[config.mk]
export PLATFORM = sky130hd
export DESIGN_NAME = fetch_unit_flat
export DESIGN_NICKNAME = d
export VERILOG_FILES = /design/src/rtl/fetch_pkg.sv /design/src/rtl/fetch_if.sv /design/src/rtl/next_pc_mux.sv /design/src/rtl/fetch_unit.sv /design/src/flat_wrapper.sv
export SDC_FILE = /design/constraint.sdc
export NUM_CORES = 1
export LEC_CHECK = 0
export BUFFER_PORTS_ARGS = -buffer_cell sky130_fd_sc_hd__buf_2
export CELL_PAD_IN_SITES_DETAIL_PLACEMENT = 0
export CELL_PAD_IN_SITES_GLOBAL_PLACEMENT = 1
export CORE_ASPECT_RATIO = 0.5
export CORE_UTILIZATION = 33
export DETAILED_ROUTE_END_ITERATION = 10
export PLACE_DENSITY = 0.84
export SLEW_MARGIN = 20
export SYNTH_ARGS = -nofsm -noshare
export SYNTH_HDL_FRONTEND = slang
export SYNTH_SLANG_ARGS = --single-unit
[constraint.sdc]
create_clock -name clk -period 3.4 [get_ports clk]
set_clock_uncertainty 0.15 [all_clocks]
set_input_delay 0.34 -clock clk [delete_from_list [all_inputs] [get_ports clk]]
set_output_delay 0.34 -clock clk [all_outputs]
set_load 0.05 [all_outputs]
[src/rtl/fetch_pkg.sv]
// Shared types and constants for the instruction-fetch stage.
package fetch_pkg;

    typedef enum logic [0:0] {
        StReq  = 1'b0,
        StExec = 1'b1
    } fetch_state_e;

    localparam logic [31:0] RESET_PC_DEFAULT = 32'h0040_0000;
    localparam int unsigned IMEM_AW_DEFAULT  = 10;
    localparam logic [31:0] NOP              = 32'h0000_0000;

endpackage

[src/rtl/fetch_if.sv]
// Instruction-memory req/ack bus between the fetch stage (master) and memory (slave).
interface fetch_if #(
    parameter int unsigned AW = 10
) ();

    logic          req;
    logic [AW-1:0] addr;
    logic          ack;
    logic [31:0]   rdata;

    modport master (
        output req,
        output addr,
        input  ack,
        input  rdata
    );

    modport slave (
        input  req,
        input  addr,
        output ack,
        output rdata
    );

endinterface

[src/rtl/next_pc_mux.sv]
// Next-PC selection: jumpR over jump over taken branch over sequential.
module next_pc_mux (
    input  logic [31:0] pc_plus4_i,
    input  logic [31:0] instr_i,
    input  logic [31:0] jr_target_i,
    input  logic        pcsrc_i,
    input  logic        jump_i,
    input  logic        jumpr_i,
    output logic [31:0] next_pc_o
);

    logic [31:0] br_off;
    logic        unused_bits;

    assign br_off      = {{14{instr_i[15]}}, instr_i[15:0], 2'b00};
    assign unused_bits = ^{instr_i[31:26], jr_target_i[1:0]};

    always_comb begin
        next_pc_o = pc_plus4_i;
        if (jumpr_i) begin
            next_pc_o = {jr_target_i[31:2], 2'b00};
        end else if (jump_i) begin
            next_pc_o = {pc_plus4_i[31:28], instr_i[25:0], 2'b00};
        end else if (pcsrc_i) begin
            next_pc_o = pc_plus4_i + br_off;
        end
    end

endmodule

[src/rtl/fetch_unit.sv]
// Fetch stage: holds PC, fetches over req/ack, presents the instruction for one EXEC phase.
module fetch_unit
    import fetch_pkg::*;
#(
    parameter logic [31:0] RESET_PC = RESET_PC_DEFAULT,
    parameter int unsigned IMEM_AW  = IMEM_AW_DEFAULT
) (
    input  logic         clk,
    input  logic         reset,
    fetch_if.master      imem,
    output logic [31:0]  instr_o,
    output logic [5:0]   op_o,
    output logic [5:0]   funct_o,
    output logic         instr_valid_o,
    output logic [31:0]  pc_o,
    output logic [31:0]  pc_plus4_o,
    input  logic         pcsrc_i,
    input  logic         jump_i,
    input  logic         jumpr_i,
    input  logic [31:0]  jr_target_i,
    input  logic         stall_i,
    output logic [31:0]  instr_count_o
);

    fetch_state_e state_q;
    logic [31:0]  pc_q;
    logic [31:0]  pc_d;
    logic [31:0]  instr_q;
    logic [31:0]  count_q;
    logic [31:0]  pc_plus4;

    assign pc_plus4 = pc_q + 32'd4;

    next_pc_mux u_next_pc_mux (
        .pc_plus4_i  (pc_plus4),
        .instr_i     (instr_q),
        .jr_target_i (jr_target_i),
        .pcsrc_i     (pcsrc_i),
        .jump_i      (jump_i),
        .jumpr_i     (jumpr_i),
        .next_pc_o   (pc_d)
    );

    // Reset wins over a coincident ack, so a fetch in flight is simply dropped.
    always_ff @(posedge clk) begin
        if (reset) begin
            state_q <= StReq;
            pc_q    <= RESET_PC;
            instr_q <= NOP;
            count_q <= 32'd0;
        end else begin
            unique case (state_q)
                StReq: begin
                    if (imem.ack) begin
                        instr_q <= imem.rdata;
                        state_q <= StExec;
                    end
                end
                StExec: begin
                    if (!stall_i) begin
                        pc_q    <= pc_d;
                        count_q <= count_q + 32'd1;
                        state_q <= StReq;
                    end
                end
                default: state_q <= StReq;
            endcase
        end
    end

    assign imem.req      = (state_q == StReq) && !reset;
    assign imem.addr     = pc_q[IMEM_AW+1:2];
    assign instr_o       = instr_q;
    assign op_o          = instr_q[31:26];
    assign funct_o       = instr_q[5:0];
    assign instr_valid_o = (state_q == StExec);
    assign pc_o          = pc_q;
    assign pc_plus4_o    = pc_plus4;
    assign instr_count_o = count_q;

endmodule

[src/flat_wrapper.sv]
// flat-port wrapper written by rule: the top's interface ports become plain ports
module fetch_unit_flat import fetch_pkg::*;
#(
    parameter logic [31:0] RESET_PC = RESET_PC_DEFAULT,
    parameter int unsigned IMEM_AW  = IMEM_AW_DEFAULT
)
  (clk, reset, instr_o, op_o, funct_o, instr_valid_o, pc_o, pc_plus4_o, pcsrc_i, jump_i, jumpr_i, jr_target_i, stall_i, instr_count_o, imem_req, imem_addr, imem_ack, imem_rdata);
  fetch_if #(.AW(10)) imem_i ();
  input  logic clk;
  input  logic reset;
  output logic [31:0] instr_o;
  output logic [5:0] op_o;
  output logic [5:0] funct_o;
  output logic instr_valid_o;
  output logic [31:0] pc_o;
  output logic [31:0] pc_plus4_o;
  input  logic pcsrc_i;
  input  logic jump_i;
  input  logic jumpr_i;
  input  logic [31:0] jr_target_i;
  input  logic stall_i;
  output logic [31:0] instr_count_o;
  output wire logic [$bits(imem_i.req)-1:0] imem_req;
  output wire logic [$bits(imem_i.addr)-1:0] imem_addr;
  input wire logic [$bits(imem_i.ack)-1:0] imem_ack;
  input wire logic [$bits(imem_i.rdata)-1:0] imem_rdata;
  assign imem_req = imem_i.req;
  assign imem_addr = imem_i.addr;
  assign imem_i.ack = imem_ack;
  assign imem_i.rdata = imem_rdata;
  fetch_unit #(.RESET_PC(RESET_PC), .IMEM_AW(IMEM_AW)) u_core (.clk(clk), .reset(reset), .imem(imem_i), .instr_o(instr_o), .op_o(op_o), .funct_o(funct_o), .instr_valid_o(instr_valid_o), .pc_o(pc_o), .pc_plus4_o(pc_plus4_o), .pcsrc_i(pcsrc_i), .jump_i(jump_i), .jumpr_i(jumpr_i), .jr_target_i(jr_target_i), .stall_i(stall_i), .instr_count_o(instr_count_o));
endmodule
* Word-level counts from Yosys, hierarchy flattened *
Index checks and enable logic that the tools add are counted.

storage, ports and cells
  bits in registers = 97
  input port bits = 71
  output and inout port bits = 152
  word-level logic and storage cells = 19

cells by class
  add/sub/neg operators = 3
  multiplexer cells = 6
  bitwise operators = 2
  reductions and logical operators = 4

operator list
  kind                     number
  $mux W32                 3
  $add A32 B1 Y32 const B  1
  $add A32 B3 Y32 const B  1
  $add A32 B32 Y32         1
  $reduce_and A2 Y1        2
  $mux W1                  2
  $not A1 Y1               2
  $pmux W1 S2              1
  $logic_and A1 B1 Y1      1
  $logic_not A1 Y1         1

* Logic depth before layout (Yosys ltp) *
Gate-level depths: netlist of run 1.

  depth in word-level cells = 5
  gate-level depth with buffers = 15
  gate-level depth less buffers = 14

* Hierarchy *
From an unflattened synthesis of run 1, not the netlist that was laid out.

unflattened totals
  cell total of the unflattened synthesis = 929
  area total of the unflattened synthesis = 6860.3 µm²

modules (own cells, without submodules)
  module       times used  cells an instance  area each (µm²)  seq. area each (µm²)
  fetch_unit   1           577                4543.1           1941.9
  next_pc_mux  1           352                2317.2           0.0

* Worst setup path before layout of run 1 *
No wires, ideal clock.

  path kind = register to register
  start = reg u_core.pc_q[2], in the netlist u_core.pc_o[2]
  end = reg u_core.pc_q[31], in the netlist u_core.pc_o[31]
  setup time = 116 ps
  arrival time = 4618 ps
  required time = 3134 ps
  slack = -1483 ps
  cell stages (with the launch flop) = 14
  buffers on the path = 0
  clock period less this slack = 4883 ps
  cell sequence = dfxtp_1 -> ha_1 -> nand2_1 -> nor4_4 -> nand4_1 -> xnor2_1 -> ha_1 -> and3_1 -> a211oi_2 -> inv_1 -> a2111oi_4 -> nor3_1 -> or3_1 -> a31o_1

between the ends
  word-level cells in the longest chain between the ends = 5

RTL lines
  item                      RTL line            text
  start: declaration        fetch_unit.sv:26    logic [31:0] pc_q;
  start signal: assignment  fetch_unit.sv:61    pc_q <= pc_d;
  $add A32 B3 Y32           fetch_unit.sv:32    assign pc_plus4 = pc_q + 32'd4;
  net pc_plus4_o[18]        flat_wrapper.sv:16  output logic [31:0] pc_plus4_o;
  $add A32 B32 Y32          next_pc_mux.sv:25   next_pc_o = pc_plus4_i + br_off;
  $mux W32                  next_pc_mux.sv:24   end else if (pcsrc_i) begin
  $mux W32                  next_pc_mux.sv:22   end else if (jump_i) begin
  $mux W32                  next_pc_mux.sv:20   if (jumpr_i) begin

The timed path passes the listed nets, and every way through them passes these cells.
A chain may end at the register's enable or synchronous reset.

* Worst setup path in the final report of run 1 *
  start = reg u_core.pc_q[3], in the netlist u_core.pc_o[3]
  end = reg u_core.pc_q[31], in the netlist u_core.pc_o[31]

between the ends
  word-level cells in the longest chain between the ends = 5

RTL lines
  item               RTL line
  $add A32 B3 Y32 *  fetch_unit.sv:32
  $add A32 B32 Y32   next_pc_mux.sv:25
  $mux W32           next_pc_mux.sv:24
  $mux W32 *         next_pc_mux.sv:22
  $mux W32 *         next_pc_mux.sv:20

Every way passes the cells marked *; elsewhere a longest branch is shown, timed or not.

==> results by group, run 1 <==
Run status
  • Status: finished with violations
  • Violated checks: setup timing

Clock tree
  • H-tree levels: 3
  • TritonCTS buffer count: 9
  • Clock Tree Buf Depth: 2
  • Clk sink count: 95
  • CTS tree: done
  • Clk root buf: clkbuf_16
  • Clk_lat worst skew: 0.35 ns
  • Worst-path clk slew: 0.08 ns

Setup path
  • WP data required: 3.49 ns
  • WS Path Type: reg -> reg
  • CP top delay family: simple AND/OR/NAND/NOR gates
  • R2r startpoint: u_core.pc_o[3]$_SDFFE_PP0P_
  • Arrival time worst endpoint: roughly 3.6 ns
  • CP Capture Type: register
  • Startpoint Class: register
  • R2R setup slack: -0.13 ns
  • Crit Reg-Reg Endpoint: u_core.pc_o[31]$_SDFFE_PP0P_
  • Crit-path max cell delay: 0.46 ns
  • Cell Chain, Critical Path: ha_4 -> nand2_4 -> nor4_4 -> nand4_1 -> xnor2_4 -> ha_4 -> and3_4 -> nor2b_2 -> a2111oi_4 -> nor3_2 -> or3_1 -> a31o_1
  • Slowest-stage cell, CP: a2111oi_4
  • CP Max Fanout: 5
  • CP Buf/Inv Count: 0
  • Most used cell along the critical path: ha_4
  • Reg2reg path depth: 12

Timing
  • Slew @ Worst Pin: 0.787 ns
  • Highest clock rate: 284 MHz
  • Setup violators final: 9
  • Relative slew margins: a little under half
  • Slew Viols, Final: 0
  • Period utilisation layout: 104%
  • Unrepaired setup endpoints after global routing: yes
  • Setup ws final: -0.126 ns
  • Min Tclk post-route: approximately 3.5 ns
  • Final-report hold violation count: 0
  • Setup TNS: -0.693 ns

Floorplanning
  • Initial Utilization: about a third
  • Die Ht: 103 um
  • Core area: 0.0197 sq mm
  • IO Pins: 223
  • Die X: 203 um
  • FP Rows: 36
  • DIE AREA: 0.0209 sq mm

Final layout
  • Finished Layout Cells: 1448
  • Final nets: around 1300
  • Fillers: 1888
  • Ant diodes: 0
  • Commonest cells after routing, fill and taps aside: buf_2 (216), nand2_1 (127), buf_4 (126)
  • Most common cell after layout, fill and taps aside: buf_2
  • Fraction of layout cells with a size suffix above 1: a little over two fifths
  • Area Overhead vs Synth: 50.0%

Synthesis
  • Ys async rst share: 0%
  • Cell Area, Synth: 0.00669 sq mm
  • FF+latch count, synth: 95
  • Unique cell type count in the Yosys netlist: 69
  • Syn avg cell area: between 7 and 8 sq um
  • Mapped Cells: 878
  • Yosys warns: 0
  • Seq/Total Area, Yosys: 28.4%
  • Post-synth EDFFs: 0
  • Main flop type after synthesis: dfxtp_1

Route
  • Initial drt markers: about 390
  • Via-to-Cell Ratio: 5.22
  • Total wire length: 25.0 mm
  • DR pass1 iterations: 5
  • Post-DR wirelength/cell: 17.2 um
  • Residual DRC: 0
  • Vias: 7563
  • Antenna Nets Post-Route: 0

Worst hold path
  • Min-Delay Path Class: in -> reg
  • Hold Path End: u_core.instr_valid_o$_SDFF_PP0_
  • Worst Hold Path Cells: 2
  • Hold path startpoint: imem_ack

Pwr
  • Power Density: roughly 320 mW/mm^2
  • P_leak: 4.72 nW
  • Design Power: 3.19 mW
  • VDD IR max: 214 uV

Place
  • Pre-CTS setup slack: -0.223 ns
  • Cell count after placement: 1417
  • Routability cong.: 0.917
  • Buffers added on ports: 216
  • Post-detail-place hpwl: about 19 mm

GRT
  • Initial antenna violation count: 2
  • Total grt overflow: 0
  • Vias in the first global route: 6735
  • First-pass GRT wire length: 37.0 mm
  • Global Route Usage Sum: a little under a quarter
  • Largest net degree at the start of global routing: 60

Flow run
  • Max Cap Viol: 0
-- area by class of cell --
type                       instances  area [sq um]  area share (%)
multi-input combinational        706          5310            52.9
timing repair buffer             349          2110            21.0
sequential                        95          1950            19.5
tap                              266           333            3.32
clock buffer                      10           229            2.28
inverter                          16          60.1           0.598
clock inverter                     6          48.8           0.486
-- registers in the layout (all words and copies together) (netlist names) --
signal                flops
u_core.instr_count_o     32
u_core.instr_o           32
u_core.instr_valid_o      1
u_core.pc_o              30
-- worst reg2reg max path, stage by stage (launching register included) --
cell	delay [ns]
dfxtp_4	0.37
ha_4	0.16
nand2_4	0.06
nor4_4	0.40
nand4_1	0.31
xnor2_4	0.28
ha_4	0.24
and3_4	0.20
nor2b_2	0.20
a2111oi_4	0.46
nor3_2	0.08
or3_1	0.31
a31o_1	0.22
-- power breakdown --
group / total, mW / leakage [nW] / switching, mW / internal, mW
clock network: 1.00 / 0.142 / 0.493 / 0.511
logic: 0.991 / 3.79 / 0.647 / 0.344
registers: 1.20 / 0.784 / 0.0489 / 1.15
-- Yosys cell counts, types with 4 or more instances --
library cell	n	area (sq um)
and3_1	15	93.8
o21ai_0	35	175
mux2i_1	6	60.1
a21o_1	19	143
dfxtp_1	95	1900
nor2b_1	6	37.5
buf_4	26	195
o31ai_1	7	52.6
inv_1	15	56.3
o21bai_1	5	37.5
nand3_1	26	130
and4_1	6	52.6
a31oi_1	4	25.0
a22oi_1	7	52.6
o21a_1	7	52.6
or3_1	12	75.1
buf_1	10	37.5
nor2_1	83	312
o211ai_1	6	45.0
nand2b_1	8	50.1
ha_1	37	463
nand4_1	18	113
nand2_1	133	499
and2_1	12	75.1
clkbuf_1	28	105
a211oi_1	18	135
nor3_1	17	85.1
xor2_1	31	272
o21ai_1	9	45.0
a21oi_1	78	390
xnor2_1	41	359
nor4_1	4	25.0
-- logic make-up after synthesis --
kind of cell | Yosys count | synth area share (%)
AO/OA/AOI/OAI | 235 | 23.4
AND/OR/NAND/NOR | 351 | 24.6
other | 1 | 0.0560
multiplexers | 6 | 0.897
buffers and inverters | 80 | 5.95
XOR/XNOR | 72 | 9.42
flip-flops | 95 | 28.4
adder cells (fa/ha/maj) | 38 | 7.22
-- worst max path at each step --
stage,from,to,slack [ns],depth (start not counted)
6_report,u_core.pc_o[3]$_SDFFE_PP0P_,u_core.pc_o[31]$_SDFFE_PP0P_,-0.13,12
5_1_grt,u_core.pc_o[3]$_SDFFE_PP0P_,u_core.pc_o[31]$_SDFFE_PP0P_,-0.20,12
4_1_cts,u_core.pc_o[9]$_SDFFE_PP0P_,u_core.pc_o[22]$_SDFFE_PP1P_,-0.1,15
3_5_place_dp,u_core.pc_o[11]$_SDFFE_PP0P_,u_core.pc_o[28]$_SDFFE_PP0P_,-0.22,14
3_3_place_gp,u_core.pc_o[11]$_SDFFE_PP0P_,u_core.pc_o[28]$_SDFFE_PP0P_,-0.15,14
2_1_floorplan,u_core.pc_o[21]$_SDFFE_PP0P_,u_core.pc_o[31]$_SDFFE_PP0P_,-0.33,11
-- per-layer routing --
metal  up-vias  track usage, %  share of wire [%]
li1       3687               -                  -
met1      3629            31.5                 46
met2       207            37.8                 47
met3        36            3.86                5.2
met4         4            4.11                1.2
met5         -               0              0.084
-- per-stage QoR --
stage	instance area, sq um	utilization, %	hold slack [ns]
floorplan	7270	-	0.300
global placement	9240	46.9	0.301
detailed placement	9240	46.9	0.311
CTS	9690	49.2	0.0533
global route	10000	51.0	0.0554
finish	10000	51.0	0.0589
-- timing repair --
action,CTS,global route
endpoints found under the setup margin,15,18
hold buffers,0,0
setup buffers,8,8
gates resized for setup,28,49
pin swaps,32,48
Note: power is estimated with default switching activity, not from simulation.
==> run 2: changes to the inputs <==
--- a/config.mk
+++ b/config.mk
@@ -5,6 +5,7 @@
 export SDC_FILE = /design/constraint.sdc
 export NUM_CORES = 1
 export LEC_CHECK = 0
+export ABC_CLOCK_PERIOD_IN_PS = 3400
 export BUFFER_PORTS_ARGS = -buffer_cell sky130_fd_sc_hd__buf_2
 export CELL_PAD_IN_SITES_DETAIL_PLACEMENT = 0
 export CELL_PAD_IN_SITES_GLOBAL_PLACEMENT = 1
@@ -15,4 +16,5 @@
 export SLEW_MARGIN = 20
 export SYNTH_ARGS = -nofsm -noshare
 export SYNTH_HDL_FRONTEND = slang
+export SYNTH_HIERARCHICAL = 1
 export SYNTH_SLANG_ARGS = --single-unit
==> run 2 against run 1 <==
  * The run still ends with setup timing left
  * Largest power group unchanged
  * Setup slack lost 0.20 ns
  * Synthesized cell count grew 5.8%
  * Routed wire length grew 10%
  * Die area grew 2.5%
  * Via count grew 9.2%
  * Flip-flop and latch count is 2 higher
  * Fmax fell by 5.4%
  * Worst hold slack better by 0.00076 ns
  * Clock power up 13%
  * Register-to-register slack got worse by 0.20 ns
  * Sequential share of layout area is 0.60 points lower
  * Cell area is 5.8% higher
==> results by group, run 2 <==
Timing
  • Relative slew margins: 35.6% (-11 points)
  • Setup TNS: -3.06 ns (-2.37 ns)
  • Slew @ Worst Pin: 0.966 ns (+0.178 ns)
  • Setup ws final: -0.326 ns (-0.200 ns)
  • Setup violators final: 14 (+5)
  • Highest clock rate: 268 MHz (-5.4%)
  • Min Tclk post-route: 3.73 ns (+0.200 ns)
  • WHS: 0.0597 ns (+0.000757 ns)
  • Period utilisation layout: 110% (+5.9 points)
  • Final-report hold violation count: 0 (unchanged)
  • Unrepaired setup endpoints after global routing: yes
  • Slew Viols, Final: 0 (unchanged)

Setup path
  • R2R setup slack: -0.33 ns (-0.20 ns)
  • WS Path Type: reg -> reg
  • Reg2reg path depth: 20 (+8)
  • Startpoint Class: register
  • Crit path from: u_core/pc_o[6]$_SDFFE_PP0P_
  • Setup crit end: u_core/pc_o[31]$_SDFFE_PP0P_
  • CP Max Fanout: 4 (-1)
  • CP Capture Type: register
  • Crit Reg-Reg Endpoint: u_core/pc_o[31]$_SDFFE_PP0P_
  • Arrival time worst endpoint: 3.87 ns (+0.25 ns)
  • R2r startpoint: u_core/pc_o[6]$_SDFFE_PP0P_
  • WP data required: 3.54 ns (+0.05 ns)

Clock tree
  • Clk sink count: 97 (+2.1%)
  • Post-CTS Hold Fix Bufs: 0 (unchanged)
  • Clock Tree Buf Depth: 2 (unchanged)
  • H-tree levels: 3 (unchanged)
  • CTS tree: done
  • Clk root buf: clkbuf_16
  • Worst-path clk slew: 0.08 ns (about the same)
  • TritonCTS buffer count: 9 (unchanged)
  • Clk_lat worst skew: 0.36 ns (about the same)

Route
  • Initial drt markers: 519 (+32%)
  • Residual DRC: 0 (unchanged)
  • Vias: 8260 (+9.2%)
  • Post-DR wirelength/cell: 17.8 um (+3.1%)
  • Total wire length: 27.5 mm (+10%)
  • Antenna Nets Post-Route: 0 (unchanged)
  • DR pass1 iterations: 6 (+1)
  • Via-to-Cell Ratio: 5.34 (+2.2%)

Synthesis
  • Yosys top cell by area: dfxtp_1
  • Ys async rst share: 0% (unchanged)
  • Top-count cell post-synth: nand2_1
  • Synth area leaders: dfxtp_1 (28%), nand2_1 (10%), a21oi_1 (9.0%)
  • FF+latch count, synth: 97 (+2.1%)
  • Yosys warns: 6 (+6)
  • Syn avg cell area: 7.38 sq um (-3.1%)
  • Unique cell type count in the Yosys netlist: 67 (-2.9%)
  • Main flop type after synthesis: dfxtp_1
  • Seq/Total Area, Yosys: 28.3% (-0.11 points)
  • Post-synth top area share: 28.3% (-0.11 points)
  • Mapped Nets: 1032
  • Mapped Cells: 929 (+5.8%)
  • Cell Area, Synth: 0.00686 sq mm (+2.5%)
  • Top cells by count, synth: nand2_1 (189), a21oi_1 (124), dfxtp_1 (97), nor2_1 (50), xnor2_1 (45)
  • Post-synth EDFFs: 0 (unchanged)

Final layout
  • Final Util: 53.4% (+2.4 points)
  • Fraction of layout cells with a size suffix above 1: 43.5% (+1.9 points)
  • Commonest cells after routing, fill and taps aside: buf_2 (219), nand2_1 (187), buf_4 (180)
  • Final nets: 1378 (+7.2%)
  • Fillers: 1882 (-0.32%)
  • Reg area: 0.00200 sq mm (+2.6%)
  • Multi-input logic area: 0.00536 sq mm (+0.85%)
  • Area Overhead vs Synth: 54.9%
  • Final Cell Area: 0.0106 sq mm (+5.8%)
  • Most common cell after layout, fill and taps aside: buf_2

Worst hold path
  • Worst Hold Path Cells: 3 (+1)
  • Min-Delay Path Class: in -> reg

Pwr
  • Seq pwr share: 37.7% (+0.2 points)
  • VDD IR max: 224 uV (+4.9%)
  • P_leak: 5.00 nW (+6.1%)
  • Power Density: 300 mW/mm^2 (-5.8%)
  • Net Sw Power: 1.09 mW (-8.3%)
  • Design Power: 3.18 mW (-0.32%)
  • Clock group share of total power: 35.5% (+4.1 points)
  • Pint: 2.09 mW (+4.4%)
  • Share of total power in combinational logic: 26.7% (-4.3 points)
  • Sw frac: 34.3% (-3.0 points)

Place
  • Routability cong.: 0.951 (+3.7%)
  • Post-detail-place hpwl: 20.7 mm (+9.3%)
  • Buffers added on ports: 220 (+1.9%)
  • Post-Place Cell Area: 0.00967 sq mm (+4.8%)

Run status
  • Violated checks: setup timing
  • Status: finished with violations

GRT
  • First-pass GRT wire length: 42.3 mm (+14%)
  • Met2 usage: 40.9% (+3.0 points)
  • Vias in the first global route: 7868 (+17%)
  • Met1 Use GR: 33.3% (+1.8 points)
  • Largest net degree at the start of global routing: 68 (+13%)
  • Initial antenna violation count: 4 (+2)
  • Grt peak-use layer: met2
  • Total grt overflow: 0 (unchanged)
  • Met3 GRT Util: 4.70% (+0.84 points)
  • Global Route Usage Sum: 25.1% (+2.3 points)

Flow run
  • Max Cap Viol: 0 (unchanged)

Floorplanning
  • Die X: 206 um (+1.2%)
  • DIE AREA: 0.0214 sq mm (+2.5%)
  • Core area: 0.0199 sq mm (+1.1%)
  • IO Pins: 223 (unchanged)
  • Initial Utilization: 34.5% (+0.46 points)
  • FP Rows: 36 (unchanged)
  • Die Ht: 104 um (+1.2%)
[run 2: stage by stage]
step	std cells	setup slack, ns
final	1547	-0.326
after global routing	1546	-0.516
after CTS	1529	-0.276
after detailed placement	1500	-0.486
after global placement	1500	-0.413
after floorplan	929	-0.670
[run 2: final cells by class]
cell class | instances | area share [%]
repair buffers | 406 | 23.9
clock inverters | 5 | 0.624
well taps | 266 | 3.13
clock buffers | 11 | 2.39
flip-flops and latches | 97 | 18.9
inverters | 18 | 0.636
diodes | 1 | 0.0236
multi-input cells | 743 | 50.4
[run 2: metal layers]
metal,wire [um],vias up
li1,-,3993
met1,12000,3971
met2,13200,246
met3,1680,46
met4,629,4
met5,20,-
[run 2: logic make-up (layout without fill, tap and decap cells)]
family | Yosys count | in the layout | synth area share, %
and+or+nand+nor | 379 | 379 | 26.3
AOI/OAI and AO/OA | 249 | 249 | 21.9
DFF | 97 | 97 | 28.3
buffers and inverters | 89 | 440 | 6.37
xor gates and xnor gates | 60 | 60 | 7.66
adders and majority gates | 32 | 32 | 5.95
muxes | 23 | 23 | 3.48
other | 0 | 1 | 0
[run 2: power by group through the flow]
stage          Combinational, mW  Clock, mW  Sequential, mW
2_1_floorplan              0.402          0            1.36
3_3_place_gp               0.796          0            1.22
3_5_place_dp               0.804          0            1.23
4_1_cts                    0.826       1.16            1.20
5_1_grt                    0.902       1.20            1.21
6_report                   0.851       1.13            1.20
[run 2: worst min path at each step]
| stage | startpoint | endpoint |
|---|---|---|
| 6_report | imem_rdata[22] | u_core/instr_o[22]$_SDFFE_PP0P_ |
| 5_1_grt | imem_rdata[28] | u_core/instr_o[28]$_SDFFE_PP0P_ |
| 4_1_cts | imem_rdata[22] | u_core/instr_o[22]$_SDFFE_PP0P_ |
| 3_5_place_dp | u_core/instr_o[28]$_SDFFE_PP0P_ | u_core/instr_o[28]$_SDFFE_PP0P_ |
| 3_3_place_gp | u_core/instr_o[29]$_SDFFE_PP0P_ | u_core/instr_o[29]$_SDFFE_PP0P_ |
| 2_1_floorplan | imem_rdata[0] | u_core/instr_o[0]$_SDFFE_PP0P_ |
[run 2: timing repair]
action,in CTS,in global routing
gates resized for setup,52,35
setup buffers,13,17
pin swaps,26,16
endpoints found under the setup margin,21,21
[run 2: critical path, stage by stage, from the launching register on]
cell      delay, ns
dfxtp_4        0.35
nand4_1        0.13
buf_6          0.16
buf_12         0.12
nor4_4         0.14
buf_4          0.18
buf_6          0.11
buf_4          0.10
nand3_2        0.11
xnor2_4        0.21
ha_4           0.24
a21oi_1        0.13
o21ai_1        0.09
a221oi_1       0.34
o21ai_2        0.11
a31oi_1        0.17
xor2_1         0.10
or3_1          0.35
a31oi_1        0.16
nand2_1        0.06
a21oi_1        0.14
